[config.mk]
export PLATFORM = sky130hd
export DESIGN_NAME = ex_alu_stage
export DESIGN_NICKNAME = d
export VERILOG_FILES = /design/src/rtl/ex_alu_stage_pkg.sv /design/src/rtl/ex_alu_stage_alu.sv /design/src/rtl/ex_alu_stage.sv
export SDC_FILE = /design/constraint.sdc
export NUM_CORES = 1
export LEC_CHECK = 0
export CORE_MARGIN = 2
export CORE_UTILIZATION = 40
export CTS_CLUSTER_DIAMETER = 100
export DETAILED_ROUTE_END_ITERATION = 8
export SLEW_MARGIN = 40
export SYNTH_ARGS = -nofsm -noshare
export SYNTH_HDL_FRONTEND = slang
export SYNTH_SLANG_ARGS = --single-unit
[constraint.sdc]
create_clock -name clk -period 2.6 [get_ports clk]
set_input_delay 0.52 -clock clk [delete_from_list [all_inputs] [get_ports clk]]
set_output_delay 0.52 -clock clk [all_outputs]
set_load 0.1 [all_outputs]
[src/rtl/ex_alu_stage_pkg.sv]
// Shared instruction types: ALU operation codes and branch kinds.
// Imported by the ALU and the execute stage.
package instruction_types;

    localparam int XLEN = 32;

    // ALU operation codes; codes above ALU_AND are unused
    typedef enum logic [3:0] {
        ALU_ADD  = 4'd0,
        ALU_SUB  = 4'd1,
        ALU_SLL  = 4'd2,
        ALU_SLT  = 4'd3,
        ALU_SLTU = 4'd4,
        ALU_XOR  = 4'd5,
        ALU_SRL  = 4'd6,
        ALU_SRA  = 4'd7,
        ALU_OR   = 4'd8,
        ALU_AND  = 4'd9
    } alu_t;

    // Control-flow kind of the instruction in EX
    typedef enum logic [3:0] {
        BR_NONE = 4'd0,
        BEQ     = 4'd1,
        BNE     = 4'd2,
        BLT     = 4'd3,
        BGE     = 4'd4,
        BLTU    = 4'd5,
        BGEU    = 4'd6,
        JAL     = 4'd7,
        JALR    = 4'd8
    } branch_t;

    // True for codes the ALU actually implements
    function automatic logic alu_op_valid(input logic [3:0] op);
        return op <= ALU_AND;
    endfunction

endpackage

[src/rtl/ex_alu_stage_alu.sv]
// Combinational 32-bit ALU.
// Unimplemented op codes produce zero.
module alu
    import instruction_types::*;
(
    input  logic [XLEN-1:0] a_i,
    input  logic [XLEN-1:0] b_i,
    input  logic [3:0]      op_i,
    output logic [XLEN-1:0] result_o,
    output logic            zero_o
);

    logic [4:0] shamt;
    assign shamt = b_i[4:0];

    // Operation select
    always_comb begin
        result_o = '0;
        case (op_i)
            ALU_ADD:  result_o = a_i + b_i;
            ALU_SUB:  result_o = a_i - b_i;
            ALU_SLL:  result_o = a_i << shamt;
            ALU_SLT:  result_o = {31'd0, $signed(a_i) < $signed(b_i)};
            ALU_SLTU: result_o = {31'd0, a_i < b_i};
            ALU_XOR:  result_o = a_i ^ b_i;
            ALU_SRL:  result_o = a_i >> shamt;
            ALU_SRA:  result_o = $signed(a_i) >>> shamt;
            ALU_OR:   result_o = a_i | b_i;
            ALU_AND:  result_o = a_i & b_i;
            default:  result_o = '0;
        endcase
    end

    assign zero_o = (result_o == '0);

endmodule

[src/rtl/ex_alu_stage.sv]
// Execute stage: ALU, branch resolution, EX/MEM register, fetch redirect.
// Optional macro EX_FORWARD_EN enables EX->EX operand forwarding.
module ex_alu_stage
    import instruction_types::*;
(
    input  logic        clk,
    input  logic        rst,
    input  logic        in_valid,
    output logic        in_ready,
    input  logic [31:0] in_pc,
    input  logic [31:0] in_rs1,
    input  logic [31:0] in_rs2,
    input  logic [31:0] in_imm,
    input  logic [4:0]  in_rs1_idx,
    input  logic [4:0]  in_rs2_idx,
    input  logic [3:0]  in_alu_op,
    input  logic        in_a_sel,
    input  logic        in_b_sel,
    input  logic [3:0]  in_br,
    input  logic [4:0]  in_rd,
    input  logic        in_wen,
    input  logic        flush,
    output logic        out_valid,
    input  logic        out_ready,
    output logic [31:0] out_result,
    output logic [4:0]  out_rd,
    output logic        out_wen,
    output logic        redirect_valid,
    output logic [31:0] redirect_pc
);

    logic        out_valid_q, out_valid_d;
    logic [31:0] out_result_q, out_result_d;
    logic [4:0]  out_rd_q;
    logic        out_wen_q, out_wen_d;
    logic        redir_valid_q, redir_valid_d;
    logic [31:0] redir_pc_q, redir_pc_d;

    logic        accept;
    logic [31:0] rs1_v, rs2_v;
    logic [31:0] op_a, op_b;
    logic [3:0]  op_sel;
    logic [31:0] alu_res;
    logic        alu_zero;
    logic        is_cond, is_jump, taken;
    logic        rd_nz;

    assign in_ready = !out_valid_q || out_ready;
    assign accept   = in_valid && in_ready && !flush;

`ifdef EX_FORWARD_EN
    logic fwd_src, fwd1, fwd2;
    assign fwd_src = out_valid_q && out_wen_q && (out_rd_q != 5'd0);
    assign fwd1    = fwd_src && (in_rs1_idx == out_rd_q);
    assign fwd2    = fwd_src && (in_rs2_idx == out_rd_q);
    assign rs1_v   = fwd1 ? out_result_q : in_rs1;
    assign rs2_v   = fwd2 ? out_result_q : in_rs2;
`else
    logic unused_idx;
    assign unused_idx = ^{in_rs1_idx, in_rs2_idx};
    assign rs1_v      = in_rs1;
    assign rs2_v      = in_rs2;
`endif

    // Operand and ALU-op selection; compares force their own op on rs1/rs2
    always_comb begin
        op_sel  = in_alu_op;
        op_a    = in_a_sel ? in_pc : rs1_v;
        op_b    = in_b_sel ? in_imm : rs2_v;
        is_cond = 1'b0;
        is_jump = 1'b0;
        case (in_br)
            BEQ, BNE: begin
                op_sel  = ALU_SUB;
                op_a    = rs1_v;
                op_b    = rs2_v;
                is_cond = 1'b1;
            end
            BLT, BGE: begin
                op_sel  = ALU_SLT;
                op_a    = rs1_v;
                op_b    = rs2_v;
                is_cond = 1'b1;
            end
            BLTU, BGEU: begin
                op_sel  = ALU_SLTU;
                op_a    = rs1_v;
                op_b    = rs2_v;
                is_cond = 1'b1;
            end
            JAL, JALR: is_jump = 1'b1;
            default: ;
        endcase
    end

    alu u_alu (
        .a_i      (op_a),
        .b_i      (op_b),
        .op_i     (op_sel),
        .result_o (alu_res),
        .zero_o   (alu_zero)
    );

    // Branch decision from the ALU compare result
    always_comb begin
        taken = 1'b0;
        case (in_br)
            BEQ:        taken = alu_zero;
            BNE:        taken = !alu_zero;
            BLT, BLTU:  taken = alu_res[0];
            BGE, BGEU:  taken = !alu_res[0];
            JAL, JALR:  taken = 1'b1;
            default:    taken = 1'b0;
        endcase
    end

    assign rd_nz = (in_rd != 5'd0);

    // Result, writeback enable and redirect target for the incoming item
    always_comb begin
        out_result_d = alu_op_valid(op_sel) ? alu_res : 32'd0;
        out_wen_d    = in_wen && rd_nz;
        redir_pc_d   = in_pc + in_imm;
        if (is_jump) begin
            out_result_d = in_pc + 32'd4;
        end
        if (is_cond) begin
            out_wen_d = 1'b0;
        end
        if (in_br == JALR) begin
            redir_pc_d = (rs1_v + in_imm) & ~32'd1;
        end
    end

    // Handshake: flush wins, then accept, then drain
    always_comb begin
        out_valid_d   = out_valid_q;
        redir_valid_d = 1'b0;
        if (flush) begin
            out_valid_d = 1'b0;
        end else if (accept) begin
            out_valid_d   = 1'b1;
            redir_valid_d = taken;
        end else if (out_ready) begin
            out_valid_d = 1'b0;
        end
    end

    // Control flops
    always_ff @(posedge clk or posedge rst) begin
        if (rst) begin
            out_valid_q   <= 1'b0;
            redir_valid_q <= 1'b0;
        end else begin
            out_valid_q   <= out_valid_d;
            redir_valid_q <= redir_valid_d;
        end
    end

    // EX/MEM payload, loaded only on accept
    always_ff @(posedge clk or posedge rst) begin
        if (rst) begin
            out_result_q <= '0;
            out_rd_q     <= '0;
            out_wen_q    <= 1'b0;
            redir_pc_q   <= '0;
        end else if (accept) begin
            out_result_q <= out_result_d;
            out_rd_q     <= in_rd;
            out_wen_q    <= out_wen_d;
            redir_pc_q   <= redir_pc_d;
        end
    end

    assign out_valid      = out_valid_q;
    assign out_result     = out_result_q;
    assign out_rd         = out_rd_q;
    assign out_wen        = out_wen_q;
    assign redirect_valid = redir_valid_q;
    assign redirect_pc    = redir_pc_q;

endmodule

==> flow_summary.ini <==
[outcome]
outcome = finished with violations
violations = negative setup slack

[final_layout]
nNetsFinal = 3843
multi_input_area_um2 = 17000
final_cells = 4064
drive_above_1_share = 0.471
nFillCells = 3014
regArea_um2 = 1800
synthToLayoutAreaGrowth_pct = 82.3
final_util = 0.741

[clock_network]
cts-root-buf = clkbuf_16
cts.sinks = 72
cts_max_level = 3
clkTransAtPathRegs_ns = 0.07
holdBufCountCts = 0
clock_path_buffers = 2
cts_tree = done
numCtsBuffers = 9
insertion_delay_ns = 0.38

[floorplan]
core_um2 = 42000
initial_core_util = 0.406
ioPinCount = 232
die_area_um2 = 44400
placementRows = 75
die_h_um = 211
die_x_um = 211

[route]
wl_per_cell_um = 28.5
postRouteAntennaNets = 0
wl_mm = 116
drc = 0
viasPerCell = 6.64
drt_first_pass_iters = 9
drtIter0Drc = 3771
dr_total_vias = 27000

[timing]
setup-tns-final_ns = -75.16
setup_viol = 57
max_freq_ghz = 0.196
rsz0062_at_grt = yes
maxSlewViolCount = 0
finClkSkew_ns = 0.00543
relSlewSlack = 0.369
worstMarginPinSlew_ns = 0.922
whs_ns = 0.493
setup_ws_ns = -2.51
post-route-period-util = 1.96
final-hold-violation-count = 0
fin_crit_ns = 5.11

[placement]
gp_congestion = 1.13
dp.cells = 3926
portBuffers = 221
dp_slack_ns = -3.42
dp_hpwl_mm = 86.6

[pwr]
p_per_area_nw_per_um2 = 508
vdd_ir_drop_max_mv = 0.511
p_leak_nw = 14.3

[critical_path]
cp-start-kind = input port
worst-endpoint-required_ns = 2.85
crit_fanout = 5
critPathKind = input port to flop
worstPathArrival_ns = 5.36
cp-end-kind = flop

[logic_synthesis]
yosys_most_used_dff = dfrtp_1
yosys_register_bits = 72
syn_nets = 2698
synth_edf_count = 0
syn-instance-count = 2373
yosysSeqAreaShare = 0.105
syn_avg_cell_area_um2 = 7.20
yosysWarnings = 0
synth_area_um2 = 17100
synthArstFlopShare = 1.00
synth_cell_types = 96

[run]
cap_violations = 0

[min_path]
hold_path.class = flop to flop

[global_route]
grt_pass1_vias = 25900
antenna_found_initial = 6
overflow = 0
grt_use_total = 0.473
grt_max_degree = 47
grt_pass1_wl_mm = 159
==> cells in the mapped netlist (all sizes together) (20+ instances only) <==
library cell  count  area share
a211oi           44       0.020
nor3             61       0.019
buf              52       0.017
a31oi            32       0.012
inv             117       0.026
o21ai           168       0.049
clkbuf           97       0.021
mux2             39       0.026
ha              162        0.12
nor2            203       0.045
xnor2            64       0.033
o31ai            24       0.012
a21oi           216       0.064
nand2           246       0.054
mux2i           130       0.088
dfrtp            72        0.11
a22oi            70       0.031
and3             31       0.011
o221ai           20       0.010
o22ai            27      0.0099
a221oi           28       0.015
o211ai           26       0.011
nand3            49       0.014
a21o             40       0.018
==> stage by stage <==
stage               power [W]  cell area (um2)
detailed placement     0.0121            27000
floorplan             0.00734            17800
CTS                    0.0145            29400
finish                 0.0158            31100
global placement       0.0120            27000
global route           0.0163            31100
==> state kept, by name, indices dropped and copies added, names as in the netlist <==
name	count
redirect_pc	32
out_result	32
redirect_valid	1
out_wen	1
out_valid	1
out_rd	5
==> critical path: stages <==
cell and delay, ns:
clkdlybuf4s15_1 0.45, o31ai_4 0.20, buf_12 0.18, buf_8 0.12, mux2i_4 0.31, inv_2 0.10, ha_4 0.24, buf_6 0.12
nor2b_4 0.15, o311ai_4 0.12, a21oi_2 0.25, a311o_1 0.28, a31oi_1 0.14, buf_4 0.18, nor3b_4 0.32, or2_4 0.21
nor2_4 0.04, a2111o_1 0.41, a311oi_2 0.36, nand3_1 0.14, nor3_2 0.25, a311o_1 0.19, o211ai_1 0.07
==> timing repair <==
item	in CTS	in global routing
gates resized for setup	409	357
endpoints found under the hold margin	0	0
pin swaps	109	176
setup endpoints to repair	58	56
gates cloned	1	0
setup buffers	82	62
==> power by group <==
group	total, W	switching [W]	internal [W]
Clock	0.00141	0.000569	0.000840
Combinational	0.0129	0.00762	0.00523
Sequential	0.00156	0.000184	0.00137
Total	0.0158	0.00838	0.00745
==> area by class of cell <==
class,instances,area share
Inverter,120,0.0155
Antenna cell,2,0.000161
Timing Repair Buffer,1283,0.348
Multi-Input combinational cell,2032,0.546
Tap cell,539,0.0217
Sequential cell,72,0.0579
Clock buffer,9,0.00723
Clock inverter,7,0.00309
==> worst paths after layout <==
check                                 from               to  slack (ns)  depth (start not counted)
min reg2reg                redirect_pc[18]  redirect_pc[18]        0.49                          2
min in group asynchronous              rst  redirect_pc[20]        0.56                          2
max reg2reg                      out_valid  redirect_pc[31]        0.59                          8
max                               in_a_sel   redirect_valid       -2.51                         23
min                        redirect_pc[18]  redirect_pc[18]        0.49                          2
max in group asynchronous              rst    out_result[3]        1.39                          3
==> layer usage <==
metal,wire [um],track usage,vias to the layer above,part of all wire
li1,-,-,11200,-
met1,42000,0.581,12800,0.36
met2,48900,0.741,2254,0.42
met3,14900,0.115,698,0.13
met4,10100,0.305,6,0.087
met5,40,0,-,0.00035
==> kinds of logic (layout without fill, tap and decap cells) <==
kind of cell,Yosys count,in the layout,synth area share
other,0,2,0
multiplexers,169,169,0.114
XOR/XNOR,83,83,0.0426
adder cells (fa/ha/maj),166,166,0.123
AO/OA/AOI/OAI,884,884,0.351
buffers and inverters,269,1419,0.0650
flip-flops,72,72,0.105
AND/OR/NAND/NOR,730,730,0.199
==> layout by cell type, fill, tap and decap left out, types with 50 or more instances in the layout <==
cell type,netlist,routed
dfrtp_1,72,71
a21oi_2,5,55
nor3_1,60,50
nand2_1,246,239
clkdlybuf4s50_1,0,102
ha_1,162,114
nor2_1,203,181
buf_6,3,97
o21ai_1,6,68
o21ai_0,162,73
buf_4,12,1001
inv_1,113,90
a21oi_1,211,149
xnor2_1,64,59
mux2i_1,107,98
Note: power is estimated with default switching activity, not from simulation.
